===== src/rtl/adc_sample_decimator_if.sv =====
// Signal bundle for the ADC sample decimator: measurement input stream, averaged-sample
// output stream with valid/ready handshake, and FIFO status.
interface adc_sample_decimator_if #(
  parameter int unsigned DATA_WIDTH = 12,
  parameter int unsigned FIFO_DEPTH = 4
);
  localparam int unsigned LevelW = $clog2(FIFO_DEPTH) + 1;

  logic                  enable;
  logic                  adc_valid;
  logic [DATA_WIDTH-1:0] adc_data;
  logic                  out_valid;
  logic [DATA_WIDTH-1:0] out_data;
  logic                  out_ready;
  logic [LevelW-1:0]     fifo_level;
  logic [15:0]           dropped_count;

  // Environment side: ADC core producer plus RAM-controller consumer.
  modport master (
    output enable, adc_valid, adc_data, out_ready,
    input  out_valid, out_data, fifo_level, dropped_count
  );

  // Decimator side.
  modport slave (
    input  enable, adc_valid, adc_data, out_ready,
    output out_valid, out_data, fifo_level, dropped_count
  );
endinterface


===== src/rtl/adc_sample_decimator.sv =====
// Averages blocks of 2^LOG2_DECIM ADC measurements and buffers the averages in a small FIFO
// with a valid/ready output; averages arriving at a full FIFO are counted and dropped.
module adc_sample_decimator #(
  parameter int unsigned DATA_WIDTH = 12,
  parameter int unsigned LOG2_DECIM = 2,
  parameter int unsigned FIFO_DEPTH = 4
) (
  input logic                   CLOCK,
  input logic                   RESET,
  adc_sample_decimator_if.slave bus
);
  localparam int unsigned AccW   = DATA_WIDTH + LOG2_DECIM;
  localparam int unsigned CntW   = (LOG2_DECIM > 0) ? LOG2_DECIM : 1;
  localparam int unsigned PtrW   = $clog2(FIFO_DEPTH);
  localparam int unsigned LevelW = $clog2(FIFO_DEPTH) + 1;
  localparam logic [CntW-1:0] LastCnt = CntW'((1 << LOG2_DECIM) - 1);

  logic [AccW-1:0]       acc_q, acc_d, sum;
  logic [CntW-1:0]       cnt_q, cnt_d;
  logic [DATA_WIDTH-1:0] avg_q, avg_d;
  logic                  pend_q, pend_d;

  logic [DATA_WIDTH-1:0] mem_q [FIFO_DEPTH];
  logic [PtrW-1:0]       wr_q, wr_d, rd_q, rd_d;
  logic [LevelW-1:0]     level_q, level_d;
  logic [15:0]           drop_q, drop_d;

  logic full, empty, push, pop, drop;

  // Accumulation and averaging.
  always_comb begin
    acc_d  = acc_q;
    cnt_d  = cnt_q;
    avg_d  = avg_q;
    pend_d = 1'b0;  // a pending average is always consumed (pushed or dropped) next edge
    sum    = acc_q + AccW'(bus.adc_data);
    if (!bus.enable) begin
      acc_d = '0;
      cnt_d = '0;
    end else if (bus.adc_valid) begin
      if (cnt_q == LastCnt) begin
        avg_d  = DATA_WIDTH'(sum >> LOG2_DECIM);
        pend_d = 1'b1;
        acc_d  = '0;
        cnt_d  = '0;
      end else begin
        acc_d = sum;
        cnt_d = cnt_q + CntW'(1);
      end
    end
  end

  // Output FIFO control.
  always_comb begin
    full    = (level_q == LevelW'(FIFO_DEPTH));
    empty   = (level_q == '0);
    pop     = !empty && bus.out_ready;
    push    = pend_q && (!full || pop);
    drop    = pend_q && full && !pop;
    wr_d    = wr_q;
    rd_d    = rd_q;
    level_d = level_q;
    drop_d  = drop_q;
    if (push) wr_d = wr_q + PtrW'(1);
    if (pop)  rd_d = rd_q + PtrW'(1);
    if (push && !pop) level_d = level_q + LevelW'(1);
    if (pop && !push) level_d = level_q - LevelW'(1);
    if (drop && (drop_q != 16'hFFFF)) drop_d = drop_q + 16'd1;
  end

  always_ff @(posedge CLOCK) begin
    if (RESET) begin
      acc_q   <= '0;
      cnt_q   <= '0;
      avg_q   <= '0;
      pend_q  <= 1'b0;
      wr_q    <= '0;
      rd_q    <= '0;
      level_q <= '0;
      drop_q  <= '0;
    end else begin
      acc_q   <= acc_d;
      cnt_q   <= cnt_d;
      avg_q   <= avg_d;
      pend_q  <= pend_d;
      wr_q    <= wr_d;
      rd_q    <= rd_d;
      level_q <= level_d;
      drop_q  <= drop_d;
    end
  end

  // Storage needs no reset; occupancy is tracked by the pointers and level.
  always_ff @(posedge CLOCK) begin
    if (!RESET && push) mem_q[wr_q] <= avg_q;
  end

  assign bus.out_valid     = !empty;
  assign bus.out_data      = empty ? '0 : mem_q[rd_q];
  assign bus.fifo_level    = level_q;
  assign bus.dropped_count = drop_q;
endmodule


===== src/flat_wrapper.sv =====
// flat-port wrapper written by rule: the top's interface ports become plain ports
module adc_sample_decimator_flat 
#(
  parameter int unsigned DATA_WIDTH = 12,
  parameter int unsigned LOG2_DECIM = 2,
  parameter int unsigned FIFO_DEPTH = 4
)
  (CLOCK, RESET, bus_enable, bus_adc_valid, bus_adc_data, bus_out_ready, bus_out_valid, bus_out_data, bus_fifo_level, bus_dropped_count);
  adc_sample_decimator_if #(.DATA_WIDTH(DATA_WIDTH), .FIFO_DEPTH(FIFO_DEPTH)) bus_i ();
  input logic CLOCK;
  input logic RESET;
  input wire logic [$bits(bus_i.enable)-1:0] bus_enable;
  input wire logic [$bits(bus_i.adc_valid)-1:0] bus_adc_valid;
  input wire logic [$bits(bus_i.adc_data)-1:0] bus_adc_data;
  input wire logic [$bits(bus_i.out_ready)-1:0] bus_out_ready;
  output wire logic [$bits(bus_i.out_valid)-1:0] bus_out_valid;
  output wire logic [$bits(bus_i.out_data)-1:0] bus_out_data;
  output wire logic [$bits(bus_i.fifo_level)-1:0] bus_fifo_level;
  output wire logic [$bits(bus_i.dropped_count)-1:0] bus_dropped_count;
  assign bus_i.enable = bus_enable;
  assign bus_i.adc_valid = bus_adc_valid;
  assign bus_i.adc_data = bus_adc_data;
  assign bus_i.out_ready = bus_out_ready;
  assign bus_out_valid = bus_i.out_valid;
  assign bus_out_data = bus_i.out_data;
  assign bus_fifo_level = bus_i.fifo_level;
  assign bus_dropped_count = bus_i.dropped_count;
  adc_sample_decimator #(.DATA_WIDTH(DATA_WIDTH), .LOG2_DECIM(LOG2_DECIM), .FIFO_DEPTH(FIFO_DEPTH)) u_core (.CLOCK(CLOCK), .RESET(RESET), .bus(bus_i));
endmodule

===== config.mk =====
export PLATFORM = sky130hd
export DESIGN_NAME = adc_sample_decimator_flat
export DESIGN_NICKNAME = d
export VERILOG_FILES = /design/src/rtl/adc_sample_decimator_if.sv /design/src/rtl/adc_sample_decimator.sv /design/src/flat_wrapper.sv
export SDC_FILE = /design/constraint.sdc
export NUM_CORES = 1
export LEC_CHECK = 0
export CELL_PAD_IN_SITES_DETAIL_PLACEMENT = 0
export CELL_PAD_IN_SITES_GLOBAL_PLACEMENT = 2
export CORE_MARGIN = 4
export CORE_UTILIZATION = 37
export DETAILED_ROUTE_END_ITERATION = 6
export PLACE_DENSITY_LB_ADDON = 0.1
export SYNTH_ARGS = -nofsm -noshare
export SYNTH_HDL_FRONTEND = slang
export SYNTH_SLANG_ARGS = --single-unit

===== constraint.sdc =====
create_clock -name CLOCK -period 3.6 [get_ports CLOCK]
set_input_delay 1.08 -clock CLOCK [delete_from_list [all_inputs] [get_ports CLOCK]]
set_output_delay 1.08 -clock CLOCK [all_outputs]
set_load 0.01 [all_outputs]

# Word-level counts from Yosys, hierarchy flattened
# Memories as Yosys holds them, arrays and structs flattened. A register that Yosys moved wholly into a read port is not among the register bits.
# Index checks and enable logic that the tools add are counted.
dict set report op_classes {
  addsub 7
  eq_ne 3
  muxes 10
  bitwise 2
  n_reduce_logical 19
}
# cell count
set ops {}
lappend ops {{$add 16x1->16 const B} 1}
lappend ops {{$ne 16x16->1 const B} 1}
lappend ops {{$add 14x12->14} 1}
lappend ops {{$mux 14} 1}
lappend ops {{$mux 12} 1}
lappend ops {{$logic_and 1x1->1} 8}
lappend ops {{$add 2x1->2 const B} 3}
lappend ops {{$mux 2} 3}
lappend ops {{$mux 3} 2}
lappend ops {{$logic_not 1->1} 5}
lappend ops {{$add 3x1->3 const B} 1}
lappend ops {{$eq 3x3->1 const B} 1}
lappend ops {{$logic_not 3->1} 1}
lappend ops {{$mux 1} 3}
lappend ops {{$reduce_and 3->1} 1}
lappend ops {{$reduce_or 3->1} 1}
lappend ops {{$sub 3x1->3 const B} 1}
lappend ops {{$eq 2x2->1 const B} 1}
lappend ops {{$not 1->1} 2}
lappend ops {{$reduce_bool 2->1} 1}
lappend ops {{$reduce_or 2->1} 1}
lappend ops {{$logic_or 1x1->1} 1}
dict set report totals {
  ff_bits 52
  mem_bits_rw 48
  input_bits 17
  out_inout_bits 32
  word_cells 50
  mem_count 1
}
# memory words word_bits read_ports rd_clocked_by_memory_dff wr line
set mem_list {}
lappend mem_list {u_core.mem_q 4 12 1 1 1 adc_sample_decimator.sv:23} ;# logic [DATA_WIDTH-1:0] mem_q [FIFO_DEPTH];

# Longest topological paths before layout
dict set report depth {
  word_depth 8
  depth_mapped 9
  mapped_depth_nobuf 9
}

# Worst setup path after synthesis
# Ideal clock, no wire load.
dict set report synth_timing {
  path_type {input port to flip-flop}
  startpoint {input port bus_out_ready}
  endpoint {register u_core.level_q[2], in the netlist u_core.bus.fifo_level[2]}
  setup_time_ns 0.071
  arrival_time_ns 2.756
  t_required_ns 3.529
  path_slack_ns 0.773
  cell_stages 8
  path_buffers 0
  path_cell_list {nor4b_4 > nand2b_1 > ha_1 > inv_1 > fa_1 > xor2_1 > or3_1 > a21oi_1}
}
dict set report synth_between {
  elab_chain_cells 6
  elab_cells_between_ends 9
  cone_classes {mux (1); reduce/logical (8)}
}
# item line
set synth_lines {}
lappend synth_lines {{start: declaration} flat_wrapper.sv:15} ;# input wire logic [$bits(bus_i.out_ready)-1:0] bus_out_ready;
lappend synth_lines {{$logic_and 1x1->1 (*)} adc_sample_decimator.sv:57} ;# pop = !empty && bus.out_ready;
lappend synth_lines {{$logic_or 1x1->1} adc_sample_decimator.sv:58} ;# push = pend_q && (!full || pop);
lappend synth_lines {{$logic_and 1x1->1} adc_sample_decimator.sv:58}
lappend synth_lines {{$logic_not 1->1} adc_sample_decimator.sv:67} ;# if (pop && !push) level_d = level_q - LevelW'(1);
lappend synth_lines {{$logic_and 1x1->1} adc_sample_decimator.sv:67}
lappend synth_lines {{$mux 3 / $reduce_bool 2->1 (equally long branches)} n/a}
lappend synth_lines {{end signal: assignment} adc_sample_decimator.sv:88} ;# level_q <= level_d;
lappend synth_lines {{end: declaration} adc_sample_decimator.sv:25} ;# logic [LevelW-1:0] level_q, level_d;
# Every way passes the cells marked *; elsewhere a longest branch is shown, timed or not.
# A chain may end at the register's enable or synchronous reset.

==> impl_metrics.toml <==
[global_routing]
grt_overflow = 0
grt_pass1_wl_um = 16000
antenna_found_initial = 0
grt_start_max_net_pins = 23
track_usage = 0.139
grt_pass1_vias = 3086

[setup_path]
crit_path_max_fanout = 12
crit_type = "flip-flop to output pin"
r2r-end = "u_core.bus.fifo_level[2]"
crit_arrival_ns = 2.11
r2r_slack_ns = 1.18
critPathLaunchType = "flip-flop"
required_ns = 2.52
worstSetupEndpointType = "output pin"
rr_worst_depth = 8
timing.rr.start = "u_core.bus.fifo_level[0]"

[synth]
synth-edff-count = 48
synth_cell_type_count = 44
syn_inst = 415
syn_area_sq_um = 4640
synthesis.nets = 453
yosys_warnings = 0
yosysSeqAreaShare = 0.544
avgSynthCellArea_sq_um = 11.2
synth_ff_type = "dfxtp_1"
ys_ff_latch = 102
synthArstFlopShare = 0

[timing]
worst_slew_pin_slew_ns = 0.644
setup_violations = 0
finalCriticalPeriod_ns = 3.19
relSlewSlack = 0.571
fmax_ghz = 0.314
finalHoldViolCount = 0
setup_slack_ns = 0.414
setup_tns_ns = 0
rsz0062_at_grt = "false"
clock_skew_ns = 0.00666
final_max_slew_viol_count = 0
holdWs_ns = 0.479
finalCritPeriodShare = 0.885

[clocking]
cts_made_buffers = 9
clock_sinks = 102
post-cts-setup-buffer-count = 0
holdBufCountCts = 0
clockBufferDepth = 2
cts_tree = "built"
clk_pin_slew_ns = 0.07
cts_resized = 0
cts_root_buf = "clkbuf_16"
worstSkewPairLatency_ns = 0.34
h-tree-depth = 3

[route]
wl_per_cell_um = 14.8
wl_met2_um = 4340
routed_via_density = 4.97
met3_wirelength_um = 265
drc = 0
drt_iter0_drc = 161
dr.pass1.iters = 4
route.vias.total = 3210
topRoutingLayerUsed = "met4"
wirelength_met1_um = 4840
drt_wl_total_um = 9590
ant_nets = 0

[hold_path]
hold_start = "u_core.acc_q[11]"
min_path_cells = 2
min_path_type = "flip-flop to flip-flop"
whs_endpoint = "u_core.acc_q[11]"

[final_layout]
multi_input_area_sq_um = 2020
regArea_sq_um = 2520
antenna_cells = 0
fillers = 1176
fin_nets = 512
area_growth_pct = 22.7
drive_gt1_frac = 0.0900

[status]
run_status = "finished clean"

[placed_design]
port_buffers = 48
dp_slack_ns = 0.250
dpl.hpwl_um = 6820
gp_congestion = 0.744

[floorplanning]
dieArea_sq_um = 14400
ios = 49
initial_utilization = 0.381
dieWidth_um = 120
rows = 40
core_sq_um = 12200
fp.dieH_um = 120

[power_and_ir_drop]
power_density_nw_per_um2 = 418
finalPower_w = 0.00238
leakagePower_nw = 1.96
peakVddDrop_v = 0.000211

[job]
drv_cap = 0
## critical path: stages (launching register included)
cell and delay [ns]:
dfxtp_1 0.72, mux4_2 0.41, and2_1 0.17, clkdlybuf4s50_1 0.47
## cells by family (layout without fill, tap and decap cells)
family | count (synthesis) | count (layout) | synth area share
muxes | 16 | 16 | 0.0669
adders and majority gates | 21 | 21 | 0.0599
DFF | 102 | 102 | 0.544
buffers and inverters | 25 | 88 | 0.0205
and+or+nand+nor | 161 | 161 | 0.174
AOI/OAI and AO/OA | 67 | 67 | 0.0920
xor gates and xnor gates | 23 | 23 | 0.0434
## cells in the final DEF, fill, tap and decap left out, types with 8 or more instances in the layout
cell type	netlist	routed
o21ai_0	9	9
buf_4	0	12
nor2_1	49	49
clkbuf_16	0	9
edfxtp_1	48	48
and2_1	17	17
nor3_1	8	8
ha_1	19	19
mux4_2	12	12
a21oi_1	24	24
xor2_1	16	16
clkdlybuf4s50_1	0	48
nand3_1	16	16
nand2_1	36	36
dfxtp_1	54	54
inv_1	13	13
## area by class of cell
cell class	count	share of cell area
clock buffers	9	0.0396
multi-input cells	288	0.355
well taps	168	0.0369
inverters	13	0.00857
clock inverters	6	0.0165
repair buffers	60	0.100
flip-flops and latches	102	0.443
## worst max-delay path by stage
stage	from	depth (start not counted)	end
4_1_cts	flip-flop	3	bus_out_data[8]
5_1_grt	flip-flop	3	bus_out_data[8]
3_3_place_gp	bus_out_ready	9	u_core.bus.fifo_level[2]
3_5_place_dp	bus_out_ready	9	u_core.bus.fifo_level[2]
2_1_floorplan	bus_out_ready	8	u_core.bus.fifo_level[2]
6_report	flip-flop	3	bus_out_data[8]
## Yosys cell counts (all sizes together) (8+ instances only)
cell type  instances  area [sq um]
dfxtp             54          1080
ha                19           238
nor2              49           184
xor2              16           140
nor3               8          40.0
inv               13          48.8
and2              17           106
mux4              12           270
clkbuf            11          41.3
a21oi             24           120
nand2             36           135
edfxtp            48          1440
o21ai              9          45.0
nand3             16          80.1
## stage by stage
stage,utilization,instance area (sq um),std cells
6_report,0.468,5690,646
5_1_grt,0.468,5690,646
4_1_cts,0.468,5690,646
3_5_place_dp,0.442,5370,631
3_3_place_gp,0.442,5370,631
2_1_floorplan,-,4640,415
## state kept, by name, summed over array words and instances, names as in the netlist, named ones only
| register | cells |
|---|---|
| u_core.mem_q | 48 |
| u_core.bus.dropped_count | 16 |
| u_core.acc_q | 14 |
| u_core.avg_q | 12 |
| u_core.bus.fifo_level | 3 |
| u_core.cnt_q | 2 |
| u_core.rd_q | 2 |
| u_core.wr_q | 2 |
| u_core.pend_q | 1 |
## report_power, final
group          total [W]  leakage (nW)  internal (W)  switching, W
registers        0.00121         0.824       0.00121    0.00000416
logic           0.000126         0.983     0.0000542     0.0000715
clock network    0.00104         0.153      0.000613      0.000427
total            0.00238          1.96       0.00188      0.000502
## layer usage
metal / GRT usage / up-vias
met3: 0.0250 / 11
met2: 0.211 / 41
met4: 0.0494 / 0
li1: - / 1628
met1: 0.198 / 1530
met5: 0 / -
Note: power is estimated with default switching activity, not from simulation.
